--- src/rtl/dmem_arbiter.sv ---
// Data-RAM port arbiter between Memory stage M1 (port 0) and the loader/debug master (port 1).
// Port 0 has default priority, port 1 is promoted after MAX_WAIT refusals, and port 1 may lock bounded bursts.
module dmem_arbiter #(
  parameter int ADDR_W    = 32,
  parameter int DATA_W    = 32,
  parameter int MAX_WAIT  = 4,
  parameter int MAX_BURST = 8
) (
  input  logic              clock,
  input  logic              reset,
  input  logic              req0,
  input  logic              we0,
  input  logic [ADDR_W-1:0] addr0,
  input  logic [DATA_W-1:0] wdata0,
  input  logic              req1,
  input  logic              we1,
  input  logic [ADDR_W-1:0] addr1,
  input  logic [DATA_W-1:0] wdata1,
  input  logic              lock1,
  output logic              gnt0,
  output logic              gnt1,
  output logic              rvalid0,
  output logic              rvalid1,
  output logic [DATA_W-1:0] rdata,
  output logic              ram_en,
  output logic              ram_we,
  output logic [ADDR_W-1:0] ram_addr,
  output logic [DATA_W-1:0] ram_wdata,
  input  logic [DATA_W-1:0] ram_rdata
);

  typedef enum logic [1:0] {
    P0_PRI  = 2'd0,
    P1_PRI  = 2'd1,
    P1_LOCK = 2'd2
  } state_t;

  localparam logic [3:0] WAIT_MAX  = 4'(MAX_WAIT);
  localparam logic [3:0] BURST_MAX = 4'(MAX_BURST);
  // A one-grant burst limit means the entering grant already exhausts the burst.
  localparam logic       LOCK_OK   = (MAX_BURST > 1);

  state_t            state, state_next;
  logic [3:0]        wait_cnt, wait_next;
  logic [3:0]        burst_cnt, burst_next;
  logic              rvalid0_q, rvalid1_q;
  logic [DATA_W-1:0] rdata_q;

  // NOTE: every signal driven here gets a default first so no path can infer a latch.
  always_comb begin
    gnt0       = 1'b0;
    gnt1       = 1'b0;
    state_next = state;
    wait_next  = wait_cnt;
    burst_next = burst_cnt;

    case (state)
      P0_PRI: begin
        gnt0 = req0;
        gnt1 = req1 & ~req0;
      end
      P1_PRI: begin
        gnt1 = req1;
        gnt0 = req0 & ~req1;
      end
      P1_LOCK: begin
        gnt1 = req1;
      end
      default: ;
    endcase

    if (reset) begin
      gnt0 = 1'b0;
      gnt1 = 1'b0;
    end

    if (gnt1) begin
      wait_next = 4'd0;
    end else if (req1 && (wait_cnt < WAIT_MAX)) begin
      wait_next = wait_cnt + 4'd1;
    end

    case (state)
      P0_PRI, P1_PRI: begin
        if (gnt1) begin
          if (lock1 && LOCK_OK) begin
            state_next = P1_LOCK;
            burst_next = 4'd1;
          end else begin
            state_next = P0_PRI;
          end
        end else if ((state == P0_PRI) && (wait_next == WAIT_MAX)) begin
          state_next = P1_PRI;
        end
      end
      P1_LOCK: begin
        // Port 1 owns the RAM here, so it never accumulates wait credit.
        wait_next = 4'd0;
        if (gnt1) begin
          burst_next = burst_cnt + 4'd1;
        end
        if (!req1 || !lock1 || (burst_next >= BURST_MAX)) begin
          state_next = P0_PRI;
          burst_next = 4'd0;
        end
      end
      default: begin
        state_next = P0_PRI;
        burst_next = 4'd0;
      end
    endcase
  end

  always_comb begin
    ram_en    = gnt0 | gnt1;
    ram_we    = 1'b0;
    ram_addr  = '0;
    ram_wdata = '0;
    if (gnt1) begin
      ram_we    = we1;
      ram_addr  = addr1;
      ram_wdata = wdata1;
    end else if (gnt0) begin
      ram_we    = we0;
      ram_addr  = addr0;
      ram_wdata = wdata0;
    end
  end

  // NOTE: state registers use non-blocking assignments so every flop samples pre-edge values.
  always_ff @(posedge clock) begin
    if (reset) begin
      state     <= P0_PRI;
      wait_cnt  <= 4'd0;
      burst_cnt <= 4'd0;
      rvalid0_q <= 1'b0;
      rvalid1_q <= 1'b0;
      rdata_q   <= '0;
    end else begin
      state     <= state_next;
      wait_cnt  <= wait_next;
      burst_cnt <= burst_next;
      rvalid0_q <= gnt0 & ~we0;
      rvalid1_q <= gnt1 & ~we1;
      if (rvalid0_q || rvalid1_q) begin
        rdata_q <= ram_rdata;
      end
    end
  end

  // The read tag doubles as rvalid; outputs are masked while reset is held so a read
  // granted just before reset never surfaces.
  assign rvalid0 = rvalid0_q & ~reset;
  assign rvalid1 = rvalid1_q & ~reset;
  assign rdata   = reset ? '0 : ((rvalid0_q || rvalid1_q) ? ram_rdata : rdata_q);

  a_one_grant : assert property (@(posedge clock) !(gnt0 && gnt1));
  a_lock_excl : assert property (@(posedge clock) (state == P1_LOCK) |-> !gnt0);

endmodule

--- config.mk ---
export PLATFORM = sky130hd
export DESIGN_NAME = dmem_arbiter
export DESIGN_NICKNAME = d
export VERILOG_FILES = /design/src/rtl/dmem_arbiter.sv
export SDC_FILE = /design/constraint.sdc
export NUM_CORES = 1
export LEC_CHECK = 0
export BUFFER_PORTS_ARGS = -buffer_cell sky130_fd_sc_hd__buf_4
export CORE_AREA = 2 2 103 105
export CTS_BUF_LIST = sky130_fd_sc_hd__clkbuf_8
export DETAILED_ROUTE_END_ITERATION = 8
export DIE_AREA = 0 0 105 107
export PLACE_DENSITY = 0.64
export SYNTH_ARGS = -nofsm -noshare
export SYNTH_HDL_FRONTEND = slang
export SYNTH_SLANG_ARGS = --single-unit
--- constraint.sdc ---
create_clock -name clock -period 1.9 [get_ports clock]
set_input_delay 0.19 -clock clock [delete_from_list [all_inputs] [get_ports clock]]
set_output_delay 0.19 -clock clock [all_outputs]
set_load 0.01 [all_outputs]
### After elaboration in Yosys (flattened, before gate mapping)

Index checks and enable logic that the tools add are counted.

* register bits: 44
* bits of input ports: 167
* word-level logic and storage cells: 67

* add/subtract/negate cells: 2
* $lt $le $gt $ge: 2
* equality and inequality tests: 7
* mux-type cells: 25
* bitwise operators: 12
* reduce and logical (&&, ||, !) cells: 13

Operators with widths (number)
* 2-to-1 mux 32 bit: 6
* 2-to-1 mux 4 bit: 7
* adder 4 x 1 -> 4 bit (second input constant): 2
* 2-to-1 mux 2 bit: 4
* one-hot mux 4 bit (2 select lines): 1
* AND 1 bit: 6
* inequality test 2 bit (second input constant): 3
* OR reduction 2 bit: 3
* NOT 1 bit: 5
* == test 4 x 3 -> 1 bit (second input constant): 1
* >= comparator 4 bit (second input constant): 1
* less-than comparator 4 x 3 -> 1 bit (second input constant): 1
* 2-to-1 mux 1 bit: 4
* one-hot mux 1 bit (2 select lines): 2
* one-hot mux 2 bit (2 select lines): 1
* AND reduction 2 bit: 2
* logical OR 1 bit: 3
* inequality test 3 bit (second input constant): 1
* == test 2 x 1 -> 1 bit (second input constant): 1
* == test 2 bit (second input constant): 1
* logical AND 1 bit: 2
* logical NOT 1 bit: 2
* logical NOT 2 bit: 1
* bitwise OR 1 bit: 1

### Logic depth before layout (Yosys ltp)

* depth after elaboration: 10
* depth in mapped cells: 9

### Worst setup path before layout

Ideal clock, no wire load.

* path type: register -> output
* from: register state[0]
* to: output port ram_addr[0]
* arrival: 1838 ps
* slack: -128 ps
* stages on the path, launching flop included: 10
* cell sequence: dfxtp_1 inv_1 ha_1 nor2b_4 o211ai_2 inv_2 nor2_1 buf_2 buf_2 a22o_1

* longest elaborated chain between the ends: 5

RTL lines
* from (decl): line 43 `state_t state, state_next;`
* from (signal assigned): line 140 `state <= state_next;`
* == test 2 x 1 -> 1 bit (tied with other cells): line 57 `case (state)`
* one-hot mux 1 bit (2 select lines) or OR reduction 2 bit (tied branches)
* 2-to-1 mux 1 bit or one-hot mux 1 bit (2 select lines) (tied branches): line 72, 57
* 2-to-1 mux 32 bit or 2-to-1 mux 1 bit (tied branches): line 123, 72
* 2-to-1 mux 32 bit (*): line 119 `if (gnt1) begin`
* to (decl): line 27 `output logic [ADDR_W-1:0] ram_addr,`

Mark *: on every way between the ends. The rest lies on a longest branch, timed or not.

### Worst setup path after layout

* from: register state[0]
* to: output port ram_addr[11]

Same word-level chain as after synthesis.

==> results.json <==
{
  "switching_share_pct": 27.10,
  "max_freq_ghz": 0.4500,
  "critPathKind": "register to output pin",
  "fin_ws_ps": -322.1,
  "synth-simple-area-share_pct": 17.72,
  "yosysWarnings": 0,
  "end_kind": "output pin",
  "hp-class": "primary input to register",
  "worst_setup_path_start_kind": "register",
  "setup_viol": 65,
  "placed_cells": 705,
  "period_needed_ps": 2222,
  "combPwrFrac_pct": 37.4,
  "timing.final.crit_share_pct": 117.0,
  "postCtsHoldBufs": 0,
  "ant_nets": 0,
  "muxShareOfSynthArea_pct": 1.697,
  "dp_hpwl_microns": 8803,
  "seq_power_share_pct": 35.3,
  "synth_area_per_cell_sq_um": 8.163,
  "crit_fanout": 9,
  "fillCellCount": 916,
  "regToRegSetupSlack_ps": 20,
  "arrival_ps": 2030,
  "yosysUniqueCellTypes": 40,
  "overflow": 0,
  "cap_violations": 0,
  "clk_latency_ps": 290,
  "place_congestion": 0.8581,
  "cts.clk_slew.worst_paths_ps": 80,
  "hold_violations": 0,
  "cts_max_level": 2,
  "worstHoldStart": "we1",
  "fin_nets": 772,
  "rsz0062_at_grt": "true",
  "final_cells": 736,
  "clkPwrFrac_pct": 27.2,
  "syn_inst": 307,
  "cp.required_ps": 1710,
  "power_switching_uw": 749.4,
  "synthAdderAreaFrac_pct": 2.996,
  "ys_seq_area_share_pct": 35.15,
  "reg2reg_from": "state[1]$_SDFFE_PP0P_",
  "syn-cell-area_sq_mm": 0.002506,
  "die_w_microns": 105,
  "vias": 3583,
  "routedWlPerCell_microns": 17.47,
  "drt-total-wl_microns": 12860,
  "core.rowCount": 37,
  "worst_clock_skew_ps": 5.108,
  "start_util_pct": 24.83,
  "synth_xor_area_share_pct": 0.3495,
  "status": "finished with violations",
  "dr.pass1.iters": 4,
  "finalCoreUtilization_pct": 55.43,
  "fp.coreArea_sq_mm": 0.01009,
  "grt_pass1_vias": 3319,
  "synth_most_common_cell": "nand2_1",
  "ys_seq_elements": 44,
  "worstSetupStartpoint": "state[0]$_SDFFE_PP0P_",
  "drc": 0,
  "grt_pass1_wl_microns": 17460,
  "grtUsageTotal_pct": 19.22,
  "clockBufferDepth": 2,
  "cellLeakagePower_uw": 0.002715,
  "netlist_top_cells_count": "nand2_1 (69), a22o_1 (65), dfxtp_1 (44)",
  "drt_iter0_drc": 194,
  "syn_to_final_growth_pct": 123.2,
  "cts_buffers": 5,
  "synth_edf_count": 0,
  "worstMarginPinSlew_ps": 436.4,
  "antenna_cells": 0,
  "violations": "setup timing",
  "root_buffer": "clkbuf_8",
  "clock-sinks": 44,
  "pwr_density_cell_mw_per_mm2": 494.4,
  "die_h_microns": 107,
  "yosys_most_used_dff": "dfxtp_1",
  "netlist.area_leader.share_pct": 35.15,
  "routed_via_density": 4.868,
  "synth_top_family_by_area": "compound AO/OA/AOI/OAI gates",
  "grt_max_degree": 40,
  "yosys-top-cells-area": "dfxtp_1 (35%), a22o_1 (23%), nand2_1 (10%), a21oi_1 (7.6%), ha_1 (3.0%)",
  "maxSlewViolCount": 0,
  "grt_antenna_before_repair": 0,
  "drive_gt1_share_pct": 57.83,
  "slew_headroom_pct": 70.60,
  "synthArstFlopShare_pct": 0,
  "io_pins": 269,
  "port-buffer-count": 268,
  "internal_power_uw": 2016,
  "die-area_sq_mm": 0.01124,
  "synth_top_cell_by_area": "dfxtp_1",
  "synth_nets": 480,
  "tritoncts": "done",
  "ir_worst_vdd_uv": 398.1,
  "synth_compound_area_share_pct": 36.60
}
-- critical path: stages, from the launching register on --
cell and delay, ps:
dfxtp_2 330, buf_4 150, ha_4 160, a21oi_2 120, nand3b_1 180, nor2_4 70, buf_6 120, buf_12 120
buf_16 140, a22o_1 200, buf_6 130
-- registers in the layout (all words and copies together) (netlist names) --
register   count
burst_cnt      4
rvalid0_q      1
state          2
rvalid1_q      1
wait_cnt       4
rdata_q       32
-- placed cells by master (no fill, tap or decap), drive strengths merged, types with 2 or more instances in the layout --
cell and instances:
buf 304, nand2 69, a22o 65, dfxtp 44
a21oi 38, nor2 15, clkbuf 12, inv 8
ha 6, o21ai 5, o211ai 3, nor2b 3
mux2i 3, nand3b 2, or2 2, nor3b 2
or3 2
-- routing by layer --
| metal | track usage, % | share of wire [%] |
|---|---|---|
| met1 | 20.70 | 37 |
| met4 | 5.714 | 2.8 |
| met5 | 0 | 0 |
| met3 | 4.863 | 6.9 |
| met2 | 36.78 | 53 |
-- power by group through the flow --
stage / clock network, uW / registers, uW / logic (uW)
2_1_floorplan: 0 / 995 / 330
3_3_place_gp: 0 / 997 / 846
3_5_place_dp: 0 / 999 / 856
4_1_cts: 782 / 978 / 947
5_1_grt: 815 / 982 / 1090
6_report: 753 / 978 / 1040
-- area by class of cell --
class | count | area (sq um) | share of cell area (%)
flip-flops and latches | 44 | 883.3 | 15.79
inverters | 8 | 35.03 | 0.6263
well taps | 136 | 170.2 | 3.042
clock buffers | 6 | 82.58 | 1.476
multi-input cells | 230 | 1609 | 28.76
clock inverters | 2 | 38.79 | 0.6934
repair buffers | 310 | 2775 | 49.61
-- metrics by stage --
step	power [uW]	worst slack [ps]	cell area, sq um	TNS, ps	hold slack, ps
detailed placement	1855	-28.43	4772	-96.51	400.0
global route	2891	-405.8	5594	-22560	79.36
CTS	2707	-301.7	5238	-16090	82.81
finish	2766	-322.1	5594	-17100	92.59
floorplan	1324	-0.3386	2535	-0.3386	262.4
global placement	1842	-18.19	4772	-43.10	398.7
-- cell families after synthesis --
family                   Yosys count
buffers and inverters             33
AO/OA/AOI/OAI                    120
flip-flops                        44
adder cells (fa/ha/maj)            6
AND/OR/NAND/NOR                  100
multiplexers                       3
XOR/XNOR                           1
-- path summary, 6_finish.rpt --
path              cells past startpoint                     to
setup / recovery                     10           ram_addr[11]
hold / removal                        2   rvalid1_q$_SDFF_PP0_
setup reg to reg                     10  state[1]$_SDFFE_PP0P_
hold reg to reg                       2    rdata_q[30]$_DFF_P_
-- timing repair --
| action | 4_1_cts | 5_1_grt |
|---|---|---|
| setup buffers | 8 | 5 |
| gates cloned | 4 | 8 |
| resized for setup | 39 | 45 |
| pin swaps | 10 | 19 |
| endpoints found under the setup margin | 67 | 100 |
Note: power is estimated with default switching activity, not from simulation.
